`config.mk`:
```
export PLATFORM = sky130hd
export DESIGN_NAME = pid_update_scheduler
export DESIGN_NICKNAME = d
export VERILOG_FILES = /design/src/rtl/pid_update_scheduler.sv
export SDC_FILE = /design/constraint.sdc
export NUM_CORES = 1
export LEC_CHECK = 0
export CORE_MARGIN = 10
export CORE_UTILIZATION = 40
export DETAILED_ROUTE_END_ITERATION = 10
export PLACE_DENSITY = 0.62
export SETUP_SLACK_MARGIN = 0.4
export SLEW_MARGIN = 20
export SYNTH_ARGS = -nofsm -noshare
export SYNTH_HDL_FRONTEND = slang
export SYNTH_SLANG_ARGS = --single-unit
```
`constraint.sdc`:
```
create_clock -name clk -period 1.92 [get_ports clk]
set_input_delay 0.288 -clock clk [delete_from_list [all_inputs] [get_ports clk]]
set_output_delay 0.288 -clock clk [all_outputs]
set_load 0.05 [all_outputs]
```
`src/rtl/pid_update_scheduler.sv`:
```
// pid_update_scheduler
// Runs one BLDC control update per sample period: ADC sample, PID compute,
// then PWM duty load. A programmable prescaler produces the sample tick, a
// watchdog bounds the SAMPLE and COMPUTE handshakes, and sticky flags report
// overrun (tick while busy) and timeout (handshake never completed).
//
// Ports:
//   clk        system clock, everything on the rising edge
//   rst        synchronous reset, active-high
//   en         scheduler enable (gates tick generation only)
//   period     sample period minus 1, in clk cycles
//   adc_done   ADC result valid (pulse or level)
//   pid_done   PID output valid (pulse or level)
//   clr_flags  clears overrun and timeout (a same-cycle set wins)
//   adc_start  one-cycle ADC conversion request
//   pid_start  one-cycle PID compute request
//   pwm_load   one-cycle PWM duty load strobe
//   busy       high while the sequencer is not idle
//   overrun    sticky: tick arrived while busy
//   timeout    sticky: handshake watchdog expired
//   upd_cnt    completed updates, wraps 255 -> 0
module pid_update_scheduler #(
  parameter int DIV_W   = 16,
  parameter int TO_W    = 8,
  parameter int TIMEOUT = 200
) (
  input  logic             clk,
  input  logic             rst,
  input  logic             en,
  input  logic [DIV_W-1:0] period,
  input  logic             adc_done,
  input  logic             pid_done,
  input  logic             clr_flags,
  output logic             adc_start,
  output logic             pid_start,
  output logic             pwm_load,
  output logic             busy,
  output logic             overrun,
  output logic             timeout,
  output logic [7:0]       upd_cnt
);

  typedef enum logic [1:0] {
    ST_IDLE    = 2'd0,
    ST_SAMPLE  = 2'd1,
    ST_COMPUTE = 2'd2,
    ST_UPDATE  = 2'd3
  } state_t;

  // Last watchdog value a waiting state may reach before it is abandoned.
  localparam logic [TO_W-1:0] WD_LAST = TO_W'(TIMEOUT - 1);

  logic [DIV_W-1:0] cnt_r;
  logic [DIV_W-1:0] period_r;
  logic             tick_s;

  state_t           state_r;
  state_t           state_s;
  logic [TO_W-1:0]  wd_r;
  logic [TO_W-1:0]  wd_s;

  logic             adc_start_s;
  logic             pid_start_s;
  logic             pwm_load_s;
  logic             busy_s;
  logic             ovr_set_s;
  logic             to_set_s;
  logic             upd_inc_s;

  logic             adc_start_r;
  logic             pid_start_r;
  logic             pwm_load_r;
  logic             busy_r;
  logic             overrun_r;
  logic             timeout_r;
  logic [7:0]       upd_cnt_r;

  // The period is only sampled at a tick or while disabled, so a new value
  // never truncates or stretches the interval already running.
  assign tick_s = en && (cnt_r == period_r);

  // Prescaler: counts up to the latched period, then restarts.
  always_ff @(posedge clk) begin
    if (rst) begin
      cnt_r    <= {DIV_W{1'b0}};
      period_r <= {DIV_W{1'b0}};
    end else if (!en) begin
      cnt_r    <= {DIV_W{1'b0}};
      period_r <= period;
    end else if (tick_s) begin
      cnt_r    <= {DIV_W{1'b0}};
      period_r <= period;
    end else begin
      cnt_r    <= cnt_r + 1'b1;
      period_r <= period_r;
    end
  end

  // State, watchdog and all registered outputs.
  always_ff @(posedge clk) begin
    if (rst) begin
      state_r     <= ST_IDLE;
      wd_r        <= {TO_W{1'b0}};
      adc_start_r <= 1'b0;
      pid_start_r <= 1'b0;
      pwm_load_r  <= 1'b0;
      busy_r      <= 1'b0;
      overrun_r   <= 1'b0;
      timeout_r   <= 1'b0;
      upd_cnt_r   <= 8'd0;
    end else begin
      state_r     <= state_s;
      wd_r        <= wd_s;
      adc_start_r <= adc_start_s;
      pid_start_r <= pid_start_s;
      pwm_load_r  <= pwm_load_s;
      busy_r      <= busy_s;
      // Set has priority over clear so an event is never lost.
      if (ovr_set_s) begin
        overrun_r <= 1'b1;
      end else if (clr_flags) begin
        overrun_r <= 1'b0;
      end else begin
        overrun_r <= overrun_r;
      end
      if (to_set_s) begin
        timeout_r <= 1'b1;
      end else if (clr_flags) begin
        timeout_r <= 1'b0;
      end else begin
        timeout_r <= timeout_r;
      end
      if (upd_inc_s) begin
        upd_cnt_r <= upd_cnt_r + 8'd1;
      end else begin
        upd_cnt_r <= upd_cnt_r;
      end
    end
  end

  // Next state and watchdog; a done in the expiry cycle beats the timeout.
  always_comb begin
    state_s = state_r;
    wd_s    = wd_r;
    case (state_r)
      ST_IDLE: begin
        if (tick_s) begin
          state_s = ST_SAMPLE;
          wd_s    = {TO_W{1'b0}};
        end else begin
          state_s = ST_IDLE;
        end
      end
      ST_SAMPLE: begin
        if (adc_done) begin
          state_s = ST_COMPUTE;
          wd_s    = {TO_W{1'b0}};
        end else if (wd_r == WD_LAST) begin
          state_s = ST_IDLE;
          wd_s    = {TO_W{1'b0}};
        end else begin
          wd_s    = wd_r + 1'b1;
        end
      end
      ST_COMPUTE: begin
        if (pid_done) begin
          state_s = ST_UPDATE;
          wd_s    = {TO_W{1'b0}};
        end else if (wd_r == WD_LAST) begin
          state_s = ST_IDLE;
          wd_s    = {TO_W{1'b0}};
        end else begin
          wd_s    = wd_r + 1'b1;
        end
      end
      ST_UPDATE: begin
        state_s = ST_IDLE;
      end
      default: begin
        state_s = ST_IDLE;
        wd_s    = {TO_W{1'b0}};
      end
    endcase
  end

  // Next values of the registered outputs; strobes fire on state entry.
  always_comb begin
    adc_start_s = 1'b0;
    pid_start_s = 1'b0;
    pwm_load_s  = 1'b0;
    to_set_s    = 1'b0;
    upd_inc_s   = 1'b0;
    case (state_r)
      ST_IDLE: begin
        adc_start_s = tick_s;
      end
      ST_SAMPLE: begin
        pid_start_s = adc_done;
        to_set_s    = !adc_done && (wd_r == WD_LAST);
      end
      ST_COMPUTE: begin
        pwm_load_s  = pid_done;
        to_set_s    = !pid_done && (wd_r == WD_LAST);
      end
      ST_UPDATE: begin
        upd_inc_s   = 1'b1;
      end
      default: begin
        upd_inc_s   = 1'b0;
      end
    endcase
    // A tick that finds the sequencer busy is dropped and flagged.
    ovr_set_s = tick_s && (state_r != ST_IDLE);
    busy_s    = (state_s != ST_IDLE);
  end

  assign adc_start = adc_start_r;
  assign pid_start = pid_start_r;
  assign pwm_load  = pwm_load_r;
  assign busy      = busy_r;
  assign overrun   = overrun_r;
  assign timeout   = timeout_r;
  assign upd_cnt   = upd_cnt_r;

endmodule
```
==> out/results.ini, run 1 <==
[critical_path]
cp_max_fo=6
crit_type=reg -> reg
critPathLaunchType=flop
crit_required_ns=2.12
startpoint=period_r[14]
critPathArrivalTime_ns=2.04
critPathCaptureType=flop
worstReg2RegStart=period_r[14]

[finish]
nets=382
antennaDiodeCount=0
drive_gt1_share_pct=38.0
regArea_mm2=0.00118
nFillCells=536
design_area_mm2=0.00386
multi_input_area_mm2=0.00175
syn2layout_area_growth_pct=47.9

[synth]
synthFlopType=dfxtp_1
yosys_warnings=0
synth_mux_area_share_pct=7.33
syn-num-nets=314
ys_seq_elements=56
syn_area_per_cell_um2=9.19
synthSimpleGateAreaFrac_pct=19.7
netlist_area_mm2=0.00261
synthTopCellsByArea=dfxtp_1 (43%), xnor2_1 (8.4%), mux2i_1 (6.9%)
yosys.area.top_type=dfxtp_1
synth_compound_area_share_pct=10.4
synth_edf_count=0
yosysSeqAreaShare_pct=43.0
synth_fa_ha_area_share_pct=3.84
synth_cells=284
synth_top_cell_area_share_pct=43.0
synth_commonest_cells=dfxtp_1 (56), nor2_1 (47), xnor2_1 (25)
async_flop_share_pct=0
synth_top_family_by_area=simple AND/OR/NAND/NOR gates
synth.distinct_cells=43
yosysMostFrequentCell=dfxtp_1
synth_xor_area_share_pct=11.7

[timing]
rsz0062_at_grt=true
setup_violations=0
fmax_mhz=542
maxSlewHeadroom_pct=66.6
worstMarginPinSlew_ns=0.504
fin_skew_ns=0.0112
tns_ns=0
finalHoldViolCount=0
post-route-min-period_ns=1.84
drv_slew=0
timing.final.crit_share_pct=96.0

[cts]
worstSkewPairLatency_ns=0.32
path_clk_slew_ns=0.11
cts-buffers-inserted=5
clockBufferDepth=2
cts_root_buffer=clkbuf_8
tritoncts=yes
cts_hold_buf=0
clkSinkCount=56
cts_max_level=2

[floorplanning]
rows=29
core_mm2=0.00635
die_w_um=101
die_h_um=101
initial_core_util_pct=41.1
ios=36
dieArea_mm2=0.0102

[place]
port_buffers=35
gp_congestion=0.809
placed_area_mm2=0.00317
dp_hpwl_mm=4.14

[min_path]
min_from=cnt_r[0]
hold_class=reg -> reg

[power]
leakage_nw=1.41
peakVddDrop_mv=0.404
switchingPower_w=0.000588
internal-power_w=0.00173
pwr-share-seq_pct=52.3
power_density_mw_per_mm2=600
clock_power_share_pct=34.8
p_comb_share_pct=12.9
netSwitchingFraction_pct=25.4

[detailed_routing]
firstDrtPassIters=4
wirelength_met1_mm=3.10
dr_wl_met2_mm=3.08
drt-initial-drc-count=92
highest_layer=met4
vias=2255
wl_met3_um=338
drt_drc_violations_left=0
vias_per_cell=5.24
wl_mm=6.57
wl_per_cell_um=15.3
ant_nets=0

[global_routing]
grt_pass1_wl_mm=10.0
grt-ovfl-total=0
grt_usage_pct=11.9
grt_pass1_vias=2094
antenna_found_initial=0
grt_max_degree=30

[status]
outcome=finished, final reports clean

[job]
drv_cap=0

cell usage in the layout (no fill, tap or decap), drive strengths merged, types with 9 or more instances in the layout:
cell type,netlist,routed
buf,4,34
clkdlybuf4s50,0,21
dfxtp,56,56
inv,14,15
mux2i,18,18
nand2,14,14
nand3,9,9
nand4,10,10
nor2,47,47
xnor2,25,25
xor2,10,10
area by class of cell:
cell class | instances | share of cell area [%]
clock buffers | 5 | 1.78
clock inverters | 3 | 1.20
inverters | 14 | 1.43
multi-input cells | 205 | 45.3
flip-flops and latches | 56 | 30.5
well taps | 77 | 2.50
repair buffers | 70 | 17.3
registers in the layout, indices dropped and copies added (netlist names), 2 cells and up:
name / count
upd_cnt: 8
wd_r: 8
cnt_r: 16
period_r: 16
state_r: 2
critical path, cell delays in order, from the launching register on:
cell	delay, ns
dfxtp_2	0.35
xnor2_1	0.14
nand4_1	0.22
o41a_1	0.58
o311ai_1	0.30
o21ai_0	0.13
per-stage QoR:
step	power [W]	instances	hold WS, ns	worst slack [ns]	utilization (%)
floorplan	0.00138	284	0.423	0.0336	-
global placement	0.00147	402	0.442	0.0499	49.9
detailed placement	0.00147	402	0.444	-0.0100	49.9
CTS	0.00231	421	0.459	0.150	56.0
global route	0.00239	430	0.476	0.00422	60.8
finish	0.00232	430	0.463	0.0759	60.8
worst paths after layout:
check | to | slack, ns | cells after the start
max | wd_r[4] | 0.08 | 5
min | cnt_r[0] | 0.46 | 1
max reg2reg | wd_r[4] | 0.08 | 5
min reg2reg | cnt_r[0] | 0.46 | 1
timing repair:
item,in CTS,in global routing
gates resized for setup,81,58
gates cloned,2,1
setup buffers,9,8
pin swaps,20,27
setup endpoints to repair,61,51
cell families after synthesis:
logic type / after synthesis
xor+xnor: 35
fa+ha+maj: 8
mux: 19
buf+inv: 23
flops: 56
compound gates: 35
simple gates: 108
power by group through the flow:
| stage | clock network, W | registers [W] | logic, W |
|---|---|---|---|
| floorplan | 0 | 0.00124 | 0.000145 |
| global placement | 0 | 0.00124 | 0.000233 |
| detailed placement | 0 | 0.00124 | 0.000236 |
| CTS | 0.000820 | 0.00121 | 0.000271 |
| global route | 0.000853 | 0.00122 | 0.000320 |
| finish | 0.000807 | 0.00121 | 0.000298 |
metal layers:
layer / track usage, % / vias to the layer above
li1: - / 1119
met1: 16.0 / 1068
met2: 18.2 / 60
met3: 2.81 / 8
met4: 3.91 / 0
met5: 0 / -
No activity file was read; power rests on OpenSTA's default activity.
==> run 2, diff against run 1 <==
--- a/config.mk
+++ b/config.mk
@@ -5,6 +5,7 @@
 export SDC_FILE = /design/constraint.sdc
 export NUM_CORES = 1
 export LEC_CHECK = 0
+export CAP_MARGIN = 20
 export CORE_MARGIN = 10
 export CORE_UTILIZATION = 40
 export DETAILED_ROUTE_END_ITERATION = 10
==> results of run 2 <==
Same layout as run 1: the final DEF is identical, and so are final timing and power.
==> run 3, diff against run 2 <==
--- a/config.mk
+++ b/config.mk
@@ -7,10 +7,9 @@
 export LEC_CHECK = 0
 export CAP_MARGIN = 20
 export CORE_MARGIN = 10
-export CORE_UTILIZATION = 40
+export CORE_UTILIZATION = 49
 export DETAILED_ROUTE_END_ITERATION = 10
-export PLACE_DENSITY = 0.62
-export SETUP_SLACK_MARGIN = 0.4
+export PLACE_DENSITY = 0.73
 export SLEW_MARGIN = 20
 export SYNTH_ARGS = -nofsm -noshare
 export SYNTH_HDL_FRONTEND = slang
==> run 3 against run 2 <==
Global-route usage grew 1.4 points. Sequential cell count is the same. Critical path depth grew 3. Sequential power is essentially flat. Clock skew shrank 0.0050 ns. Hold slack lost 0.00090 ns. Register-to-register slack lost 0.02 ns. Die area shrank 15%. Fmax shrank 0.93%. Clock-buffer cell count grew 1. Largest cell class unchanged. Largest power group unchanged.
==> out/results.ini, run 3 (synthesis results as in run 1) <==
[power]
pwr-share-seq_pct=57.6  ; +5.3 points
clock_power_share_pct=28.6  ; -6.2 points
internal-power_w=0.00160  ; -7.5%
power_density_mw_per_mm2=612  ; +1.9%
p_comb_share_pct=13.8  ; +0.9 points
switchingPower_w=0.000510  ; -13%
peakVddDrop_mv=0.468  ; +16%
leakage_nw=1.32  ; -6.4%
netSwitchingFraction_pct=24.2  ; -1.2 points

[cts]
cts_max_level=2  ; unchanged
clockBufferDepth=2  ; unchanged
cts-buffers-inserted=5  ; unchanged
cts_root_buffer=clkbuf_8
path_clk_slew_ns=0.09  ; -0.02 ns
cts_hold_buf=0  ; unchanged
clkSinkCount=56  ; unchanged
worstSkewPairLatency_ns=0.30  ; -0.02 ns
tritoncts=yes

[floorplanning]
core_mm2=0.00514  ; -19%
ios=36  ; unchanged
initial_core_util_pct=50.8  ; +9.7 points
dieArea_mm2=0.00865  ; -15%
die_h_um=93.0  ; -7.7%
rows=26  ; -10%
die_w_um=93.0  ; -7.7%

[timing]
worstMarginPinSlew_ns=0.509  ; +0.00540 ns
finalHoldViolCount=0  ; unchanged
rsz0062_at_grt=true
drv_slew=0  ; unchanged
post-route-min-period_ns=1.86  ; +0.0173 ns
whs_ns=0.462  ; -0.000900 ns
timing.final.crit_share_pct=97.0  ; +0.90 points
setup_violations=0  ; unchanged
maxSlewHeadroom_pct=66.0  ; -0.60 points
fmax_mhz=537  ; -0.93%
fin_skew_ns=0.00615  ; -0.00504 ns
fin_ws_ns=0.0585  ; -0.0173 ns

[detailed_routing]
vias_per_cell=5.16  ; -1.5%
drt-initial-drc-count=95  ; +3.3%
wl_per_cell_um=13.4  ; -12%
vias=2179  ; -3.4%
firstDrtPassIters=4  ; unchanged
wl_mm=5.67  ; -14%
drt_drc_violations_left=0  ; unchanged
ant_nets=0  ; unchanged

[job]
drv_cap=0  ; unchanged

[critical_path]
crit_type=reg -> reg
cp_max_fo=7  ; +1
critPathArrivalTime_ns=2.06  ; +0.02 ns
reg2regPathDepth=8  ; +3
critPathCaptureType=flop
crit_required_ns=2.11  ; about the same
critPathLaunchType=flop

[global_routing]
grt_usage_pct=13.3  ; +1.4 points
use_met1_pct=17.9  ; +2.0 points
grt_pass1_vias=2127  ; +1.6%
grt_pass1_wl_mm=9.59  ; -4.3%
grt_max_degree=19  ; -37%
met3_usage_pct=3.04  ; +0.23 points
busiest_layer=met2
met2_usage_pct=20.6  ; +2.4 points
antenna_found_initial=0  ; unchanged
grt-ovfl-total=0  ; unchanged

[finish]
nets=382  ; unchanged
final_common_cell=nor2_1
antennaDiodeCount=0  ; unchanged
syn2layout_area_growth_pct=32.1
layout_common_cells=nor2_1 (47), dfxtp_1 (43), clkdlybuf4s50_1 (35)
largestRegisters=cnt_r x16, period_r x16
drive_gt1_share_pct=19.9  ; -18 points
final_util_pct=67.1  ; +6.3 points

[place]
port_buffers=35  ; unchanged
gp_congestion=0.851  ; +5.2%
place_ws_ns=-0.0164  ; -0.00639 ns
dp_hpwl_mm=4.25  ; +2.8%

[min_path]
hold_class=reg -> reg
hold_path_depth=2  ; +1

[status]
outcome=finished, final reports clean

==> run 3: through the flow <==
step	total power, W	instance area (µm²)	setup TNS, ns	cells
detailed placement	0.00149	3230	-0.0164	410
global placement	0.00148	3230	0	410
global route	0.00220	3450	-1.01	422
finish	0.00211	3450	0	422
floorplan	0.00138	2610	0	284
CTS	0.00209	3350	0	420
==> run 3: cell type report <==
class	instances	area, µm²
multi-input cells	205	1460
repair buffers	70	637
fillers	417	1690
flip-flops and latches	56	1140
clock buffers	6	72.6
well taps	70	87.6
inverters	14	52.6
clock inverters	1	5.00
==> run 3: power groups by stage <==
stage | Clock, W | Combinational, W | Sequential, W
global placement | 0 | 0.000247 | 0.00123
floorplan | 0 | 0.000142 | 0.00124
finish | 0.000604 | 0.000291 | 0.00122
detailed placement | 0 | 0.000251 | 0.00124
global route | 0.000665 | 0.000315 | 0.00122
CTS | 0.000618 | 0.000267 | 0.00121
==> run 3: layer usage <==
layer	share of wire (%)	routed length, µm
met3	5.0	285
met2	47	2650
met4	0.41	23
met1	48	2710
met5	0	0
==> run 3: final timing paths <==
check / start / slack (ns) / to
worst max-delay path: period_r[2] / 0.06 / period_r[3]
worst min-delay path: timeout / 0.46 / timeout
worst max register to register: period_r[2] / 0.06 / period_r[3]
worst min register to register: timeout / 0.46 / timeout
==> run 3: timing repair <==
item	4_1_cts	5_1_grt
pin swaps	4	15
setup endpoints to repair	13	40
gates resized for setup	4	33
buffers inserted	2	2
cloned	1	0
==> run 3: worst max-delay path, cell delays in order (launching register included) <==
cell     delay, ns
dfxtp_1       0.38
xnor2_1       0.15
nand4_1       0.15
buf_4         0.18
o41ai_4       0.32
buf_4         0.20
buf_8         0.14
mux2i_1       0.20
nor2_1        0.05
